<file path="src/rtl/sram_mem_pkg.sv">
// -----------------------------------------------------------------------------
// sram_mem_pkg
// Shared definitions for the MEM-stage SRAM responder:
//   - state_t      : responder FSM states (IDLE, LO, HI, DONE)
//   - op_t         : latched operation type (OP_RD / OP_WR)
//   - BASE_ADDR_DEFAULT : CPU byte address that maps to SRAM word 0
//   - SRAM_DW      : external SRAM data width (one half of a CPU word)
// -----------------------------------------------------------------------------
package sram_mem_pkg;

    localparam int unsigned BASE_ADDR_DEFAULT = 1024;
    localparam int unsigned SRAM_DW           = 16;

    typedef enum logic [1:0] {
        IDLE = 2'd0,
        LO   = 2'd1,
        HI   = 2'd2,
        DONE = 2'd3
    } state_t;

    typedef enum logic {
        OP_RD = 1'b0,
        OP_WR = 1'b1
    } op_t;

endpackage

</file>
<file path="src/rtl/sram_wait_counter.sv">
// -----------------------------------------------------------------------------
// sram_wait_counter
// 4-bit wait-cycle counter for one 16-bit SRAM half access.
// Ports:
//   clk, rst  : clock, synchronous active-high reset
//   clr       : force count to 0 on the next edge (has priority over en)
//   en        : increment on the next edge
//   tc        : current count equals WAIT_CYCLES-1 (last cycle of a phase)
//   tc_next   : count will equal WAIT_CYCLES-1 after the next edge; lets the
//               parent register its SRAM strobes without a cycle of lag
// -----------------------------------------------------------------------------
module sram_wait_counter #(
    parameter int unsigned WAIT_CYCLES = 3
) (
    input  logic clk,
    input  logic rst,
    input  logic clr,
    input  logic en,
    output logic tc,
    output logic tc_next
);

    localparam logic [3:0] TC_VAL = 4'(WAIT_CYCLES - 1);

    logic [3:0] count_reg;
    logic [3:0] count_next;

    always_comb begin
        count_next = count_reg;
        if (clr) begin
            count_next = 4'd0;
        end else if (en) begin
            count_next = count_reg + 4'd1;
        end
    end

    always_ff @(posedge clk) begin
        if (rst) begin
            count_reg <= 4'd0;
        end else begin
            count_reg <= count_next;
        end
    end

    assign tc      = (count_reg == TC_VAL);
    assign tc_next = (count_next == TC_VAL);

endmodule

</file>
<file path="src/rtl/sram_mem_responder.sv">
// -----------------------------------------------------------------------------
// sram_mem_responder
// Services 32-bit MEM-stage loads/stores as two 16-bit accesses (low half,
// then high half) to an external asynchronous SRAM, each lasting WAIT_CYCLES
// clock cycles. ready is low while a request is in flight so the pipeline
// freezes; it is high for one DONE cycle when the word transfer completes.
//
// Ports:
//   clk, rst                 : clock, synchronous active-high reset
//   rd_en, wr_en             : request strobes, held until ready=1
//   address, write_data      : CPU byte address and store data
//   read_data                : load result, updated on entry to DONE, held
//   ready                    : idle with no request, or DONE
//   sram_addr                : SRAM half-word address {word, half}
//   sram_dq_out/in, _oe      : SRAM data bus (split tri-state)
//   sram_we_n/oe_n/ce_n      : active-low SRAM strobes (registered)
//   rd_count, wr_count       : completed-access counters, only when the
//                              SRAM_ACCESS_CNT_EN macro is defined
// -----------------------------------------------------------------------------
module sram_mem_responder
    import sram_mem_pkg::*;
#(
    parameter int unsigned BASE_ADDR   = BASE_ADDR_DEFAULT,
    parameter int unsigned SRAM_AW     = 18,
    parameter int unsigned WAIT_CYCLES = 3
) (
    input  logic                 clk,
    input  logic                 rst,
    input  logic                 rd_en,
    input  logic                 wr_en,
    input  logic [31:0]          address,
    input  logic [31:0]          write_data,
    output logic [31:0]          read_data,
    output logic                 ready,
    output logic [SRAM_AW-1:0]   sram_addr,
    output logic [SRAM_DW-1:0]   sram_dq_out,
    input  logic [SRAM_DW-1:0]   sram_dq_in,
    output logic                 sram_dq_oe,
    output logic                 sram_we_n,
    output logic                 sram_oe_n,
    output logic                 sram_ce_n
`ifdef SRAM_ACCESS_CNT_EN
    ,
    output logic [15:0]          rd_count,
    output logic [15:0]          wr_count
`endif
);

    localparam int unsigned WORD_W = SRAM_AW - 1;

    state_t state_reg, state_next;
    op_t    op_reg, op_next;

    logic [WORD_W-1:0]  word_reg, word_next;
    logic [31:0]        wdata_reg, wdata_next;
    logic [SRAM_DW-1:0] rdata_lo_reg;

    logic req;
    logic start;
    logic cnt_clr, cnt_en, cnt_tc, cnt_tc_next;

    // Address map: offset from BASE_ADDR, word-aligned, truncated so that
    // out-of-range addresses wrap into the SRAM silently.
    logic [31:0]       offset;
    logic [WORD_W-1:0] word_in;
    logic              unused_offset_bits;

    assign offset             = address - 32'(BASE_ADDR);
    assign word_in            = offset[SRAM_AW:2];
    assign unused_offset_bits = ^{offset[31:SRAM_AW+1], offset[1:0]};

    assign req = rd_en | wr_en;

    sram_wait_counter #(
        .WAIT_CYCLES (WAIT_CYCLES)
    ) u_wait_counter (
        .clk     (clk),
        .rst     (rst),
        .clr     (cnt_clr),
        .en      (cnt_en),
        .tc      (cnt_tc),
        .tc_next (cnt_tc_next)
    );

    // ------------------------------------------------------------------
    // FSM next state and counter control
    // ------------------------------------------------------------------
    always_comb begin
        state_next = state_reg;
        start      = 1'b0;
        cnt_clr    = 1'b0;
        cnt_en     = 1'b0;
        case (state_reg)
            IDLE: begin
                if (req) begin
                    start      = 1'b1;
                    cnt_clr    = 1'b1;
                    state_next = LO;
                end
            end
            LO: begin
                if (cnt_tc) begin
                    cnt_clr    = 1'b1;
                    state_next = HI;
                end else begin
                    cnt_en = 1'b1;
                end
            end
            HI: begin
                if (cnt_tc) begin
                    cnt_clr    = 1'b1;
                    state_next = DONE;
                end else begin
                    cnt_en = 1'b1;
                end
            end
            DONE: begin
                state_next = IDLE;
            end
            default: begin
                state_next = IDLE;
            end
        endcase
    end

    // A fresh request is frozen in the same cycle it appears, so ready is
    // combinational from the request strobes while idle.
    assign ready = (state_reg == DONE) || ((state_reg == IDLE) && !req);

    // Request fields as they will be after this edge. Write wins when both
    // strobes are high.
    always_comb begin
        op_next    = op_reg;
        word_next  = word_reg;
        wdata_next = wdata_reg;
        if (start) begin
            op_next    = wr_en ? OP_WR : OP_RD;
            word_next  = word_in;
            wdata_next = write_data;
        end
    end

    // ------------------------------------------------------------------
    // SRAM pin values for the cycle after this edge. The pins are
    // registered so the asynchronous SRAM never sees decode glitches.
    // ------------------------------------------------------------------
    logic [SRAM_AW-1:0] sram_addr_next;
    logic [SRAM_DW-1:0] sram_dq_out_next;
    logic               sram_dq_oe_next;
    logic               sram_we_n_next;
    logic               sram_oe_n_next;
    logic               sram_ce_n_next;
    logic               phase_hi_next;

    always_comb begin
        sram_addr_next   = sram_addr;
        sram_dq_out_next = sram_dq_out;
        sram_dq_oe_next  = 1'b0;
        sram_we_n_next   = 1'b1;
        sram_oe_n_next   = 1'b1;
        sram_ce_n_next   = 1'b1;
        phase_hi_next    = (state_next == HI);
        if ((state_next == LO) || (state_next == HI)) begin
            sram_ce_n_next = 1'b0;
            sram_addr_next = {word_next, phase_hi_next};
            if (op_next == OP_WR) begin
                sram_dq_oe_next  = 1'b1;
                sram_dq_out_next = phase_hi_next ? wdata_next[31:16] : wdata_next[15:0];
                // Strobe drops for all but the final cycle of the phase,
                // which holds data stable while we_n rises. A one-cycle
                // phase has no room for a hold cycle.
                sram_we_n_next   = (WAIT_CYCLES > 1) ? cnt_tc_next : 1'b0;
            end else begin
                sram_oe_n_next = 1'b0;
            end
        end
    end

    // ------------------------------------------------------------------
    // State, request latch, read staging and SRAM pin registers
    // ------------------------------------------------------------------
    always_ff @(posedge clk) begin
        if (rst) begin
            state_reg    <= IDLE;
            op_reg       <= OP_RD;
            word_reg     <= '0;
            wdata_reg    <= 32'd0;
            rdata_lo_reg <= '0;
            read_data    <= 32'd0;
            sram_addr    <= '0;
            sram_dq_out  <= '0;
            sram_dq_oe   <= 1'b0;
            sram_we_n    <= 1'b1;
            sram_oe_n    <= 1'b1;
            sram_ce_n    <= 1'b1;
        end else begin
            state_reg   <= state_next;
            op_reg      <= op_next;
            word_reg    <= word_next;
            wdata_reg   <= wdata_next;
            sram_addr   <= sram_addr_next;
            sram_dq_out <= sram_dq_out_next;
            sram_dq_oe  <= sram_dq_oe_next;
            sram_we_n   <= sram_we_n_next;
            sram_oe_n   <= sram_oe_n_next;
            sram_ce_n   <= sram_ce_n_next;
            // SRAM output has had the whole phase to settle by its last cycle.
            if ((state_reg == LO) && cnt_tc && (op_reg == OP_RD)) begin
                rdata_lo_reg <= sram_dq_in;
            end
            if ((state_reg == HI) && cnt_tc && (op_reg == OP_RD)) begin
                read_data <= {sram_dq_in, rdata_lo_reg};
            end
        end
    end

`ifdef SRAM_ACCESS_CNT_EN
    // Completed-access counters, bumped on entry to DONE, saturating.
    logic done_entry;
    assign done_entry = (state_reg == HI) && (state_next == DONE);

    always_ff @(posedge clk) begin
        if (rst) begin
            rd_count <= 16'd0;
            wr_count <= 16'd0;
        end else if (done_entry) begin
            if ((op_reg == OP_RD) && (rd_count != 16'hFFFF)) begin
                rd_count <= rd_count + 16'd1;
            end
            if ((op_reg == OP_WR) && (wr_count != 16'hFFFF)) begin
                wr_count <= wr_count + 16'd1;
            end
        end
    end
`endif

endmodule

</file>
<file path="config.mk">
export PLATFORM = sky130hd
export DESIGN_NAME = sram_mem_responder
export DESIGN_NICKNAME = d
export VERILOG_FILES = /design/src/rtl/sram_mem_pkg.sv /design/src/rtl/sram_wait_counter.sv /design/src/rtl/sram_mem_responder.sv
export SDC_FILE = /design/constraint.sdc
export NUM_CORES = 1
export LEC_CHECK = 0
export CORE_MARGIN = 3
export CORE_UTILIZATION = 55
export CTS_CLUSTER_SIZE = 40
export DETAILED_ROUTE_END_ITERATION = 7
export DONT_BUFFER_PORTS = 1
export GPL_ROUTABILITY_DRIVEN = 0
export PLACE_DENSITY = 0.75
export SETUP_SLACK_MARGIN = 0.02
export SYNTH_ARGS = -nofsm -noshare
export SYNTH_HDL_FRONTEND = slang
export SYNTH_SLANG_ARGS = --single-unit
</file>
<file path="constraint.sdc">
create_clock -name clk -period 4.47 [get_ports clk]
set_clock_uncertainty 0.2 [all_clocks]
set_input_delay 0.447 -clock clk [delete_from_list [all_inputs] [get_ports clk]]
set_output_delay 0.447 -clock clk [all_outputs]
set_load 0.01 [all_outputs]
</file>
# Word-level counts from Yosys, hierarchy flattened
# Cells that the tools add are included.
totals:
  ff_bits: 142
  output_inout_bits: 71
  wordCells: 58
op_classes:
  n_addsub: 2
  eq_ne: 7
  n_mux: 19
  bitwise: 4
  n_reduce_logical: 13
op_table:
  columns: ["op", "count"]
  rows:
  - ["$mux 32", 1]
  - ["$sub 19x11->19 const B", 1]
  - ["$mux 17", 1]
  - ["$mux 16", 1]
  - ["$mux 1", 9]
  - ["$eq 4x2->1 const B", 2]
  - ["$mux 4", 2]
  - ["$pmux 2 s4", 1]
  - ["$eq 2x2->1 const B", 3]
  - ["$mux 2", 3]
  - ["$logic_and 1x1->1", 5]
  - ["$add 4x1->4 const B", 1]
  - ["$eq 2x1->1 const B", 2]
  - ["$reduce_or 2->1", 2]
  - ["$not 1->1", 3]
  - ["$reduce_or 3->1", 1]
  - ["$logic_not 2->1", 1]
  - ["$logic_or 1x1->1", 2]
  - ["$pmux 1 s2", 1]
  - ["$reduce_and 2->1", 1]
  - ["$logic_not 1->1", 1]
  - ["$or 1x1->1", 1]

# Logic depth before layout (Yosys ltp)
depth:
  word_depth: 7
  ltp_mapped: 12

# Modules after synthesis
# A second synthesis with hierarchy kept.
hier_totals:
  cells_unflattened: 613
  hier_area_um2: 5581.6
by_module_without_submodules:
  columns: ["module", "instances", "cells_per_inst", "area_each_um2", "seq_area_each_um2"]
  rows:
  - ["sram_mem_responder", 1, 590, 5337.6, 2762.6]
  - ["sram_wait_counter", 1, 23, 244.0, 80.1]

# Worst setup path after synthesis
# No wires, ideal clock.
synth_timing:
  path_type: "register to register"
  startpoint: "register u_wait_counter.count_reg[0]"
  endpoint: "register sram_we_n"
  setup_time_ns: 0.129
  arrival_time_ns: 2.476
  required_ns: 4.141
  slack_ns: 1.665
  path_stages_with_launch: 13
  path_buffers: 2
  path_cell_list: "dfxtp_1 > inv_1 > ha_1 > or3b_1 > a211o_1 > o21ai_1 > ha_1 > clkbuf_1 > nor2_1 > inv_1 > nor2_2 > buf_2 > o41ai_1"
synth_between:
  elab_chain_cells: 7
synth_lines:
  columns: ["element", "line", "rtl"]
  rows:
  - ["start: declaration", "sram_wait_counter.sv:25", "logic [3:0] count_reg;"]
  - ["start signal: assignment", "sram_wait_counter.sv:41", "count_reg <= count_next;"]
  - ["$eq 4x2->1", "sram_wait_counter.sv:45", "assign tc = (count_reg == TC_VAL);"]
  - ["$mux 2 (on tied branches)", "sram_mem_responder.sv:110, sram_mem_responder.sv:102", null]
  - ["$pmux 2 s4", "sram_mem_responder.sv:93", "case (state_reg)"]
  - ["$eq 2x1->1 or $eq 2x2->1 (tied branches)", "sram_mem_responder.sv:163", "if ((state_next == LO) || (state_next == HI)) begin"]
  - ["$logic_or 1x1->1", "sram_mem_responder.sv:163", null]
  - ["$not 1->1 (no source line)", null, null]
  - ["$reduce_or 3->1 (no source line)", null, null]
  - ["end signal: assignment", "sram_mem_responder.sv:204", "sram_we_n <= sram_we_n_next;"]
  - ["end: declaration", "sram_mem_responder.sv:39", "output logic sram_we_n,"]
# Parallel ways exist; a longest one is shown, timed or not.
# A chain may end at the register's enable or synchronous reset.

# Worst setup path in the final report
layout_timing:
  startpoint: "register u_wait_counter.count_reg[0]"
  endpoint: "register sram_addr[16]"
layout_between:
  elab_chain_cells: 5
layout_lines:
  columns: ["element", "line", "rtl"]
  rows:
  - ["$eq 4x2->1 *", "sram_wait_counter.sv:45", null]
  - ["$mux 2 (on tied branches)", "sram_mem_responder.sv:110, sram_mem_responder.sv:102", null]
  - ["$pmux 2 s4 *", "sram_mem_responder.sv:93", null]
  - ["$eq 2x1->1 or $eq 2x2->1 (tied branches)", "sram_mem_responder.sv:163", null]
  - ["$logic_or 1x1->1 *", "sram_mem_responder.sv:163", null]
  - ["end signal: assignment", "sram_mem_responder.sv:201", "sram_addr <= sram_addr_next;"]
  - ["end: declaration", "sram_mem_responder.sv:35", "output logic [SRAM_AW-1:0] sram_addr,"]
# Mark *: on every way between the ends. The rest lies on a longest branch, timed or not.

==> summary.md <==
| Metric | Value |
|---|---|
| Largest family of logic cells by synthesized area | `simple AND/OR/NAND/NOR gates` |
| Max H-tree Level | `4` |
| Minimum clock period | `3670 ps` |
| RSZ-0062 raised after global routing | `false` |
| Maximum VDD drop | `271 µV` |
| Worst skew pair latency | `510 ps` |
| Cell Pwr Density | `467 nW/µm²` |
| Global router's overall resource usage | `0.230` |
| Die Y | `105 µm` |
| Compound-cell area share of the yosys netlist | `0.137` |
| First-pass GRT wire length | `21000 µm` |
| Post-synthesis adder-cell area fraction | `0.0231` |
| Port buffer count | `0` |
| Core footprint | `9420 µm²` |
| Post-CTS Setup Bufs | `0` |
| Synth area leader | `dfxtp_1` |
| Antenna cells | `0` |
| Hold Path Depth | `3` |
| DRC errors left | `0` |
| Initial antenna violation count | `0` |
| #FFs+latches synth | `142` |
| Yosys top cell area share | `0.525` |
| Leakage | `2.55 nW` |
| HP Class | `in2reg` |
| IO Pins | `155` |
| FF-to-FF path depth | `10` |
| Drt total wl | `12600 µm` |
| Sinks on Clock Net | `142` |
| Post-synth EDFFs | `0` |
| Final Slew Violations | `0` |
| Routed Antenna Nets | `0` |
| Largest net degree at the start of global routing | `124` |
| Layout Cells excl Fill | `774` |
| Critical path data required time | `4720 ps` |
| Setup TNS Final | `0 ps` |
| Initial Util | `0.575` |
| Achievable Freq | `273 MHz` |
| Die W | `105 µm` |
| Register area share after synthesis | `0.525` |
| Post-Syn Instances | `586` |
| Via Count | `4326` |
| Initial DRC count | `266` |
| Synth warn | `0` |
| Post-DP HPWL | `7560 µm` |
| Placed cell count | `677` |
| Post-synth cell types | `48` |
| Vias in the first global route | `4283` |
| Crit path capture type | `flop` |
| Synth area leaders | `dfxtp_1 53%, mux2i_1 11%, nand2_1 7.7%` |
| Bufs on Longest Clock Path | `2` |
| Clock root cell | `clkbuf_8` |
| Layout cells sized above 1 | `0.0682` |
| Total Power | `3.10 mW` |
| CTS Buf Count | `17` |
| Mux cell area share after synthesis | `0.109` |
| Reg clk slew, reported paths | `60 ps` |
| Max Cap Viol | `0` |
| CP arrival | `3920 ps` |
| Xor and xnor area share after synthesis | `0.00324` |
| Area grow syn2layout | `22.7%` |
| Final net count | `726` |
| Final setup vio count | `0` |
| Worst slew pin tran | `1090 ps` |
| Status | `completed` |
| Syn_area_per_cell | `9.23 µm²` |
| Gr ovfl total | `0` |
| Setup Crit Path Kind | `reg2reg` |
| Total die area | `11100 µm²` |
| CP max FO | `20` |
| TritonCTS clock tree | `built` |
| Rel. slew slack | `0.273` |
| FFs w/ async S/R, synth | `0` |
| Fin. Hold Viols | `0` |
| Initial DRT Pass Iterations | `4` |
| Cell Area, Synth | `5410 µm²` |
| Syn nets | `680` |
| Type of origin of the critical path | `flop` |
| Final period utilization | `0.821` |
| Row Count | `35` |
| Vias per cell | `5.59` |
| Post-Synth Simple-Gate Area | `0.163` |
| WL/cell | `16.3 µm` |
| Fill count | `729` |
| Post-synth top flop | `dfxtp_1` |
## metal layers
metal  part of all wire  wire length, µm  GRT usage  vias to the layer above
met5                  0                0          0                        -
met4              0.017              213     0.0815                        0
met3              0.071              899     0.0760                       22
met2               0.50             6310      0.384                      144
met1               0.41             5170      0.278                     2064
li1                   -                -          -                     2096
## kinds of logic (layout without fill, tap and decap cells)
family	count (synthesis)	count (layout)
AOI/OAI and AO/OA	113	113
buffers and inverters	49	108
adders and majority gates	10	10
and+or+nand+nor	211	211
muxes	59	59
xor gates and xnor gates	2	2
DFF	142	142
## power by group
part / internal [mW] / total (mW) / switching, mW
sequential: 1.36 / 1.43 / 0.0712
combinational: 0.164 / 0.369 / 0.205
clock: 0.717 / 1.30 / 0.586
## layout make-up
cell class	instances	area, µm²	share of cell area
inverter	8	30.0	0.00452
clock buffer	18	428	0.0645
sequential	142	2840	0.428
multi-input combinational	395	2360	0.356
clock inverter	14	124	0.0187
timing repair buffer	68	691	0.104
tap	129	161	0.0243
## cell usage in the layout (no fill, tap or decap), drive strengths merged, types with 4 or more instances in the layout
cell type and n:
inv 16, nor2 71, mux2i 59, dlygate4sd3 64, buf 4, a22o 16, nand2 111, o21ai 6
o21a 4, dfxtp 142, clkbuf 18, ha 10, a211oi 10, a21oi 55, nor3 12
## worst max-delay path, stage by stage (launching register included)
cell           delay (ps)
dfxtp_1               360
inv_1                  70
ha_1                  200
or3b_1                430
a211o_1               310
o21ai_1               100
ha_1                  470
inv_1                 540
nand3_1               140
a31oi_1               200
dlygate4sd3_1         570
## metrics by stage
stage / util / worst slack, ps / cell area, µm² / hold WS (ps)
final: 0.705 / 802 / 6640 / 24.5
after global placement: 0.575 / 1080 / 5420 / 230
after CTS: 0.705 / 856 / 6640 / 7.41
after detailed placement: 0.575 / 975 / 5420 / 237
after floorplan: - / 1670 / 5410 / 232
after global routing: 0.705 / 578 / 6640 / 20.9
## cell usage after synthesis, types with 2 or more instances
cell type,count
nand3_1,2
a21oi_1,55
a211oi_1,10
o21ai_1,3
a31oi_1,3
nor4_1,2
or3b_1,2
o21a_1,4
buf_4,4
a22o_1,16
buf_2,13
and2_1,2
nor3_1,9
a311oi_1,2
xor2_1,2
nor3_2,3
ha_1,10
nor2_1,70
nand2_1,111
mux2i_1,59
a211o_1,2
nor2b_1,2
clkbuf_1,23
inv_1,8
o31ai_1,3
dfxtp_1,142
o21ai_0,2
o31a_1,2
## worst paths after layout
check                                   start            end  slack, ps
setup / recovery  u_wait_counter.count_reg[0]  sram_addr[16]        800
hold / removal                    address[18]   word_reg[16]         20
hold reg to reg              rdata_lo_reg[15]  read_data[15]        250
setup reg to reg  u_wait_counter.count_reg[0]  sram_addr[16]        800
## repair_timing
item                                   4_1_cts  5_1_grt
gates resized for setup                      0        0
setup endpoints to repair                    0        0
endpoints found under the hold margin      124        0
hold buffers                                65        0
Note: power is estimated with default switching activity, not from simulation.
